===== src/rtl/add_sub_4bit_bcd_to_fnd.sv =====
// -----------------------------------------------------------------------------
// add_sub_4bit_bcd_to_fnd
//
// Purpose:
//   Adds or subtracts two 4-bit unsigned operands. The result is split into
//   decimal digits without any multi-cycle conversion. One selected digit is
//   shown on a 4-digit common-anode FND (seven-segment display). All outputs
//   are registered, so every output lags the sampled inputs by exactly one
//   cycle.
//
// Ports:
//   i_clk          in   1  system clock, rising edge active
//   i_reset        in   1  asynchronous active-high reset
//   i_digitSelect  in   2  index of the digit to drive (0..3)
//   i_en           in   1  active-low display enable (1 blanks the display)
//   i_mode         in   1  0 = add, 1 = subtract
//   i_a            in   4  unsigned operand A
//   i_b            in   4  unsigned operand B
//   o_digit        out  4  active-low one-hot digit common select
//   o_font         out  8  active-low segments {dp,g,f,e,d,c,b,a}
//   o_c            out  1  carry out of the 4-bit add/subtract
//
// Digit map:
//   digit0 = units, digit1 = tens (always shown, including a leading '0'),
//   digit2 = blank, digit3 = minus sign for a negative difference, else blank.
// -----------------------------------------------------------------------------
module add_sub_4bit_bcd_to_fnd (
  input  logic       i_clk,
  input  logic       i_reset,
  input  logic [1:0] i_digitSelect,
  input  logic       i_en,
  input  logic       i_mode,
  input  logic [3:0] i_a,
  input  logic [3:0] i_b,
  output logic [3:0] o_digit,
  output logic [7:0] o_font,
  output logic       o_c
);

  localparam logic [7:0] FONT_BLANK = 8'hFF;
  localparam logic [7:0] FONT_MINUS = 8'hBF;
  localparam logic [3:0] DIGIT_OFF  = 4'b1111;

  // Maps a decimal digit to its active-low segment code. Any other code
  // renders blank.
  function automatic logic [7:0] bcd_to_font(input logic [3:0] bcd);
    logic [7:0] font;
    case (bcd)
      4'd0:    font = 8'hC0;
      4'd1:    font = 8'hF9;
      4'd2:    font = 8'hA4;
      4'd3:    font = 8'hB0;
      4'd4:    font = 8'h99;
      4'd5:    font = 8'h92;
      4'd6:    font = 8'h82;
      4'd7:    font = 8'hF8;
      4'd8:    font = 8'h80;
      4'd9:    font = 8'h90;
      default: font = FONT_BLANK;
    endcase
    return font;
  endfunction

  // Converts a digit index to its active-low one-hot common select.
  function automatic logic [3:0] sel_to_digit(input logic [1:0] sel);
    logic [3:0] digit;
    case (sel)
      2'd0:    digit = 4'b1110;
      2'd1:    digit = 4'b1101;
      2'd2:    digit = 4'b1011;
      2'd3:    digit = 4'b0111;
      default: digit = DIGIT_OFF;
    endcase
    return digit;
  endfunction

  // Splits a value in 0..31 into {tens[1:0], units[3:0]} using only
  // comparisons and one subtraction. The largest value reached is 30.
  function automatic logic [5:0] split_decimal(input logic [4:0] value);
    logic [1:0] tens;
    logic [4:0] rem;
    if (value >= 5'd30) begin
      tens = 2'd3;
      rem  = value - 5'd30;
    end else if (value >= 5'd20) begin
      tens = 2'd2;
      rem  = value - 5'd20;
    end else if (value >= 5'd10) begin
      tens = 2'd1;
      rem  = value - 5'd10;
    end else begin
      tens = 2'd0;
      rem  = value;
    end
    return {tens, rem[3:0]};
  endfunction

  logic [4:0] raw_sum_s;
  logic       carry_s;
  logic       negative_s;
  logic [4:0] display_value_s;
  logic [5:0] split_s;
  logic [3:0] units_s;
  logic [1:0] tens_s;
  logic [7:0] font_next_s;
  logic [3:0] digit_next_s;

  logic [3:0] digit_r;
  logic [7:0] font_r;
  logic       c_r;

  // Arithmetic core. Subtraction is a + ~b + 1, so the carry out is set
  // exactly when no borrow occurs (a >= b).
  always_comb begin
    raw_sum_s       = 5'd0;
    negative_s      = 1'b0;
    display_value_s = 5'd0;
    if (i_mode) begin
      raw_sum_s  = {1'b0, i_a} + {1'b0, ~i_b} + 5'd1;
      negative_s = (i_a < i_b);
      if (negative_s) begin
        display_value_s = {1'b0, i_b - i_a};
      end else begin
        display_value_s = {1'b0, i_a - i_b};
      end
    end else begin
      raw_sum_s       = {1'b0, i_a} + {1'b0, i_b};
      negative_s      = 1'b0;
      display_value_s = raw_sum_s;
    end
    carry_s = raw_sum_s[4];
  end

  // Decimal digit extraction.
  always_comb begin
    split_s = split_decimal(display_value_s);
    tens_s  = split_s[5:4];
    units_s = split_s[3:0];
  end

  // Picks the font and common for the selected digit. The disable input
  // blanks both the font and the common select.
  always_comb begin
    font_next_s  = FONT_BLANK;
    digit_next_s = DIGIT_OFF;
    if (i_en) begin
      font_next_s  = FONT_BLANK;
      digit_next_s = DIGIT_OFF;
    end else begin
      digit_next_s = sel_to_digit(i_digitSelect);
      case (i_digitSelect)
        2'd0:    font_next_s = bcd_to_font(units_s);
        2'd1:    font_next_s = bcd_to_font({2'b00, tens_s});
        2'd2:    font_next_s = FONT_BLANK;
        2'd3:    font_next_s = negative_s ? FONT_MINUS : FONT_BLANK;
        default: font_next_s = FONT_BLANK;
      endcase
    end
  end

  // Output registers. All outputs update together on one edge, so no
  // intermediate state can appear on the outputs. Reset forces them dark.
  always_ff @(posedge i_clk or posedge i_reset) begin
    if (i_reset) begin
      digit_r <= DIGIT_OFF;
      font_r  <= FONT_BLANK;
      c_r     <= 1'b0;
    end else begin
      digit_r <= digit_next_s;
      font_r  <= font_next_s;
      c_r     <= carry_s;
    end
  end

  assign o_digit = digit_r;
  assign o_font  = font_r;
  assign o_c     = c_r;

endmodule


===== config.mk =====
export PLATFORM = sky130hd
export DESIGN_NAME = add_sub_4bit_bcd_to_fnd
export DESIGN_NICKNAME = d
export VERILOG_FILES = /design/src/rtl/add_sub_4bit_bcd_to_fnd.sv
export SDC_FILE = /design/constraint.sdc
export NUM_CORES = 1
export LEC_CHECK = 0
export CAP_MARGIN = 25
export CORE_MARGIN = 3
export CORE_UTILIZATION = 24
export CTS_CLUSTER_SIZE = 28
export DETAILED_ROUTE_END_ITERATION = 8
export PLACE_DENSITY = 0.44
export SLEW_MARGIN = 15
export SYNTH_ARGS = -nofsm -noshare
export SYNTH_HDL_FRONTEND = slang
export SYNTH_SLANG_ARGS = --single-unit

===== constraint.sdc =====
create_clock -name i_clk -period 0.8 [get_ports i_clk]
set_input_delay 0.16 -clock i_clk [delete_from_list [all_inputs] [get_ports i_clk]]
set_output_delay 0.16 -clock i_clk [all_outputs]
set_load 0.1 [all_outputs]

After elaboration in Yosys (flattened, before gate mapping)
Memory sizes are Yosys's and may differ from the RTL's. Cells that the tools add are included. Widths: inputs -> output; s select.

Divide/modulo/power cells: 0. Shift-type cells: 0. Multipliers: 0. Bitwise operators: 1. Mux-type cells: 16. Add/sub/neg operators: 8. Order comparisons: 4. Reduce and logical (&&, ||, !) cells: 2. Equality and inequality tests: 6.

Operator list (number): $pmux 8 s4 (2); $mux 4 (5); $pmux 4 s4 (1); $add 4x4->5 (2); $ge 5x5->1 const B (2); $mux 5 (2); $eq 2x2->1 const B (4); $mux 8 (1); $sub 4x4->4 (2); $sub 4x4->4 const B (2); $mux 7 (1); $add 5x1->5 const B (1); $ge 5x4->1 const B (1); $eq 2x1->1 const B (2); $logic_not 2->1 (2); $lt 4x4->1 (1); $mux 2 (2); $not 4->4 (1); $sub 4x3->4 const B (1); $mux 1 (2).

Bits of input ports: 14. RAM bits: 0. Latch bits: 0. Register bits: 13. Output and inout bits: 13. Memories: 1. Bits in read-only memories: 112. Word-level logic and storage cells: 41.

Memories: (no name shown) (words 16, width 7, rd ports 1, clocked after Yosys merged registers in 0, wr ports 0, line 48) `case (bcd)`.

Longest topological paths before layout
Depth after elaboration: 11. Depth in mapped cells: 22. Mapped depth without buffers: 22.

Worst setup path after synthesis
Ideal clock, no wire load.

Kind: in2reg. From: in i_a[0]. To: reg font_r[5] (netlist: o_font[5]). Stages on the path: 19. Arrival time: 3.699 ns. Path slack: -2.965 ns. Buffers on the path: 0. Cells stage by stage: inv_1 ha_1 inv_1 fa_1 and2_1 a2111o_1 and4_4 ha_1 nor4bb_1 a311o_1 nor2_2 a31oi_2 xnor2_2 inv_2 ha_1 inv_1 a31oi_1 a2111o_1 nand4_1.

Cells in the longest elaborated chain, start to end: 11.

Ends and longest elaborated chain: from (decl) (line 33) `input logic [3:0] i_a,`; $sub 4x4->4 (tied with other cells) (line 124) `display_value_s = {1'b0, i_a - i_b};`; $mux 4 (line 121) `if (negative_s) begin`; $mux 5 * (line 118) `if (i_mode) begin`; parallel branches: the longest is 6 deep, another holds $mem_v2 16x7; $pmux 8 s4 * (line 151) `case (i_digitSelect)`; $mux 8 * (line 146) `if (i_en) begin`; named net font_next_s[5] (line 105) `logic [7:0] font_next_s;`; to (signal assigned) (line 170) `font_r <= font_next_s;`; to (decl) (line 109) `logic [7:0] font_r;`.

Mark *: on every way through the listed nets, which the timed path passes. The select of a mux whose other input is x is not followed.

Worst setup path after layout
From: in i_a[0]. To: reg font_r[0] (netlist: o_font[0]).

The elaborated chain is that of the path after synthesis.

==> metrics.cfg <==
[synthesis]
syn_area_um2=1630
ys_warn_count=0
synth.distinct_cells=69
syn_area_per_cell_um2=9.29
synth_common_cells=21 x ha_1, 17 x inv_1, 13 x nand2_1, 12 x nor2_1, 11 x dfstp_2
synthCells=175
syn_nets=213
synthArstFlopShare_pct=100
synth_edf_count=0
synth.most_common_cell=ha_1
synth_top_area_share_pct=17.8
synth_top_cell_by_area=dfstp_2
ys_seq_area_share_pct=19.3
ys.flop_type=dfstp_2
synthTopCellsByArea=dfstp_2 18%, ha_1 16%, inv_1 3.9%
ys_ff_latch=12

[setup_path]
critPathMaxFanout=4
critical_path_arrival_ns=3.66
crit_path_start_kind=input port
crit_cells=20
critPathCaptureType=flip-flop
critical_path_buf_inv_count=5
required_ns=0.95
cpMaxStageDelayCell=fa_2
cp_top_family=compound AO/OA/AOI/OAI gates
cp_cell_sequence=buf_12, inv_12, ha_4, inv_4, fa_2, a21o_1, a2111o_1, and4_4, ha_4, and3_4, a311o_1, nor2_4, a31oi_4, xnor2_2, inv_2, buf_6, ha_4, a21boi_4, a211oi_2, o21ai_1
crit_top_cell=ha_4
critPathKind=in -> reg
max_stage_delay_ns=0.41

[pwr]
sw_frac_of_total_pct=41.3
combPwrFrac_pct=76.9
p_switching_w=0.00238
peakVddDrop_mv=0.681
p_per_area_nw_per_um2=1710
clkPwrFrac_pct=9.3
p_int_w=0.00338
p_leak_nw=1.49
power_w=0.00576
p_seq_share_pct=13.8

[timing]
setup_viol=20
rsz0062_at_grt=true
max_freq_mhz=285
fin_crit_sh_pct=439
fin_crit_ns=3.51
setup_ws_ns=-2.71
slew_viol_final=0
finalHoldViolCount=0

[grt]
grt_max_degree=13
antenna_found_initial=0
overflow=0
track_usage_pct=13.4
grt_pass1_vias=1778
grt_pass1_wl_um=8380

[placed_design]
gp_congestion=0.828
pre_cts_ws_ns=-3.57
port_buffers=25
hpwl_um=3750

[routing]
drtIter0Drc=65
first_pass_iters=4
vias=1788
wl_per_cell_um=13.4
vias_per_cell=4.67
wirelength_um=5130
drc=0
ant_nets=0

[floorplanning]
die_area_um2=7800
rows=29
fp.coreArea_um2=6460
start_util_pct=25.2
die_x_um=88.3
dieHeight_um=88.3
io_pins=27

[outcome]
violations=negative setup slack
run_status=finished, violations left

[clock_tree]
h-tree-depth=1
clk_pin_slew_worst_paths_ns=0.05
hold_buffers=0
cts_buffers=3
clockBufferDepth=2
cts_sinks=12
cts-root-buf=clkbuf_8
tritoncts=done

[final_layout]
diodes=0
area_delta_synth_final_pct=107
final_layout_size_suffix_gt1_share_pct=71.6
finalNetCount=345
final_util_pct=52.0

[hold_path]
hp-class=in -> async

[flow_run]
drv_cap=0

## placed cells by master, fill, tap and decap left out, types with 2 or more instances in the layout
cell             synthesis  final
nand4_1                  4      4
dlygate4sd2_1            0      6
nand3_1                  3      2
o21ai_1                  4      2
nand3_4                  1      2
ha_1                    21      7
inv_4                    0      2
nor2_1                  12     10
o2111ai_2                1      2
xnor2_1                  2      2
ha_2                     0      3
buf_6                    2      9
a31o_2                   2      2
dfstp_4                  0     10
a31oi_4                  1      2
a21o_1                   4      4
a211oi_2                 1      2
inv_2                    2      7
buf_12                   0     14
o21ai_0                  3      2
a31oi_1                  4      3
nor3b_2                  0      2
clkbuf_8                 0      3
and2_1                   4      2
nand2_1                 13     10
clkdlybuf4s50_1          0      2
and2_4                   1      3
inv_1                   17      9
nor2_4                   0      2
a21oi_2                  2      2
buf_4                    2     99
nand2_2                  1      4
clkbuf_2                 0      2
ha_4                     0     11
fa_2                     0      3
o21ai_2                  1      4
and3_1                   3      2
mux2i_2                  2      2
a2111o_1                 2      2
## repair_timing
action                     CTS  global route
pin swaps                   24            18
cloned                       0             0
buffers inserted            36             6
setup endpoints to repair   24            23
resized for setup           59            31
## routing by layer
metal	part of all wire [%]	global-route usage, %	vias up
li1	-	-	897
met1	48	18.2	845
met2	48	22.6	36
met3	2.8	1.02	10
met4	1.7	3.98	0
met5	0	0	-
## worst paths after layout
path / endpoint / slack [ns] / startpoint
worst max-delay path: o_font[0]$_DFF_PP1_ / -2.71 / i_a[0]
worst min-delay path: o_c$_DFF_PP0_ / 0.23 / i_reset
max in group asynchronous: o_font[5]$_DFF_PP1_ / 0.37 / i_reset
min in group i_clk: o_digit[3]$_DFF_PP1_ / 0.31 / i_digitSelect[1]
## through the flow
step | setup TNS, ns | cell area [um2] | hold WS, ns | cells
5_1_grt | -26.10 | 3360 | 0.250 | 383
3_5_place_dp | -29.05 | 2710 | 0.479 | 339
3_3_place_gp | -28.59 | 2710 | 0.483 | 339
6_report | -24.71 | 3360 | 0.234 | 383
2_1_floorplan | -20.33 | 1780 | 0.0168 | 175
4_1_cts | -24.91 | 3210 | 0.233 | 378
## logic make-up after synthesis
kind of cell    synth area share, %
simple gates                   21.2
compound gates                 26.4
buf+inv                        7.16
fa+ha+maj                      19.9
flops                          19.3
xor+xnor                       3.46
mux                            2.31
other cells                   0.231
## power by group through the flow
| stage | logic [W] | clock network (W) | registers [W] |
|---|---|---|---|
| finish | 0.00443 | 0.000538 | 0.000793 |
| global route | 0.00473 | 0.000588 | 0.000798 |
| CTS | 0.00405 | 0.000563 | 0.000794 |
| detailed placement | 0.00322 | 0 | 0.000803 |
| global placement | 0.00324 | 0 | 0.000803 |
| floorplan | 0.00148 | 0 | 0.00124 |
## flip-flops by register name, summed over array words and instances (netlist names)
signal	count
o_font	7
o_digit	4
o_c	1
## cell type report
class | instances | area, um2
timing repair buffer | 133 | 1220
multi-input combinational | 138 | 1560
clock buffer | 3 | 41.3
clock inverter | 1 | 3.75
tap | 77 | 96.3
inverter | 19 | 88.8
fill | 565 | 3100
sequential | 12 | 355
## worst min-delay path, cell delays in order
cell	delay [ns]
clkdlybuf4s50_1	0.40
inv_1	0.09
buf_12	0.14
(Power assumes the default switching activity.)
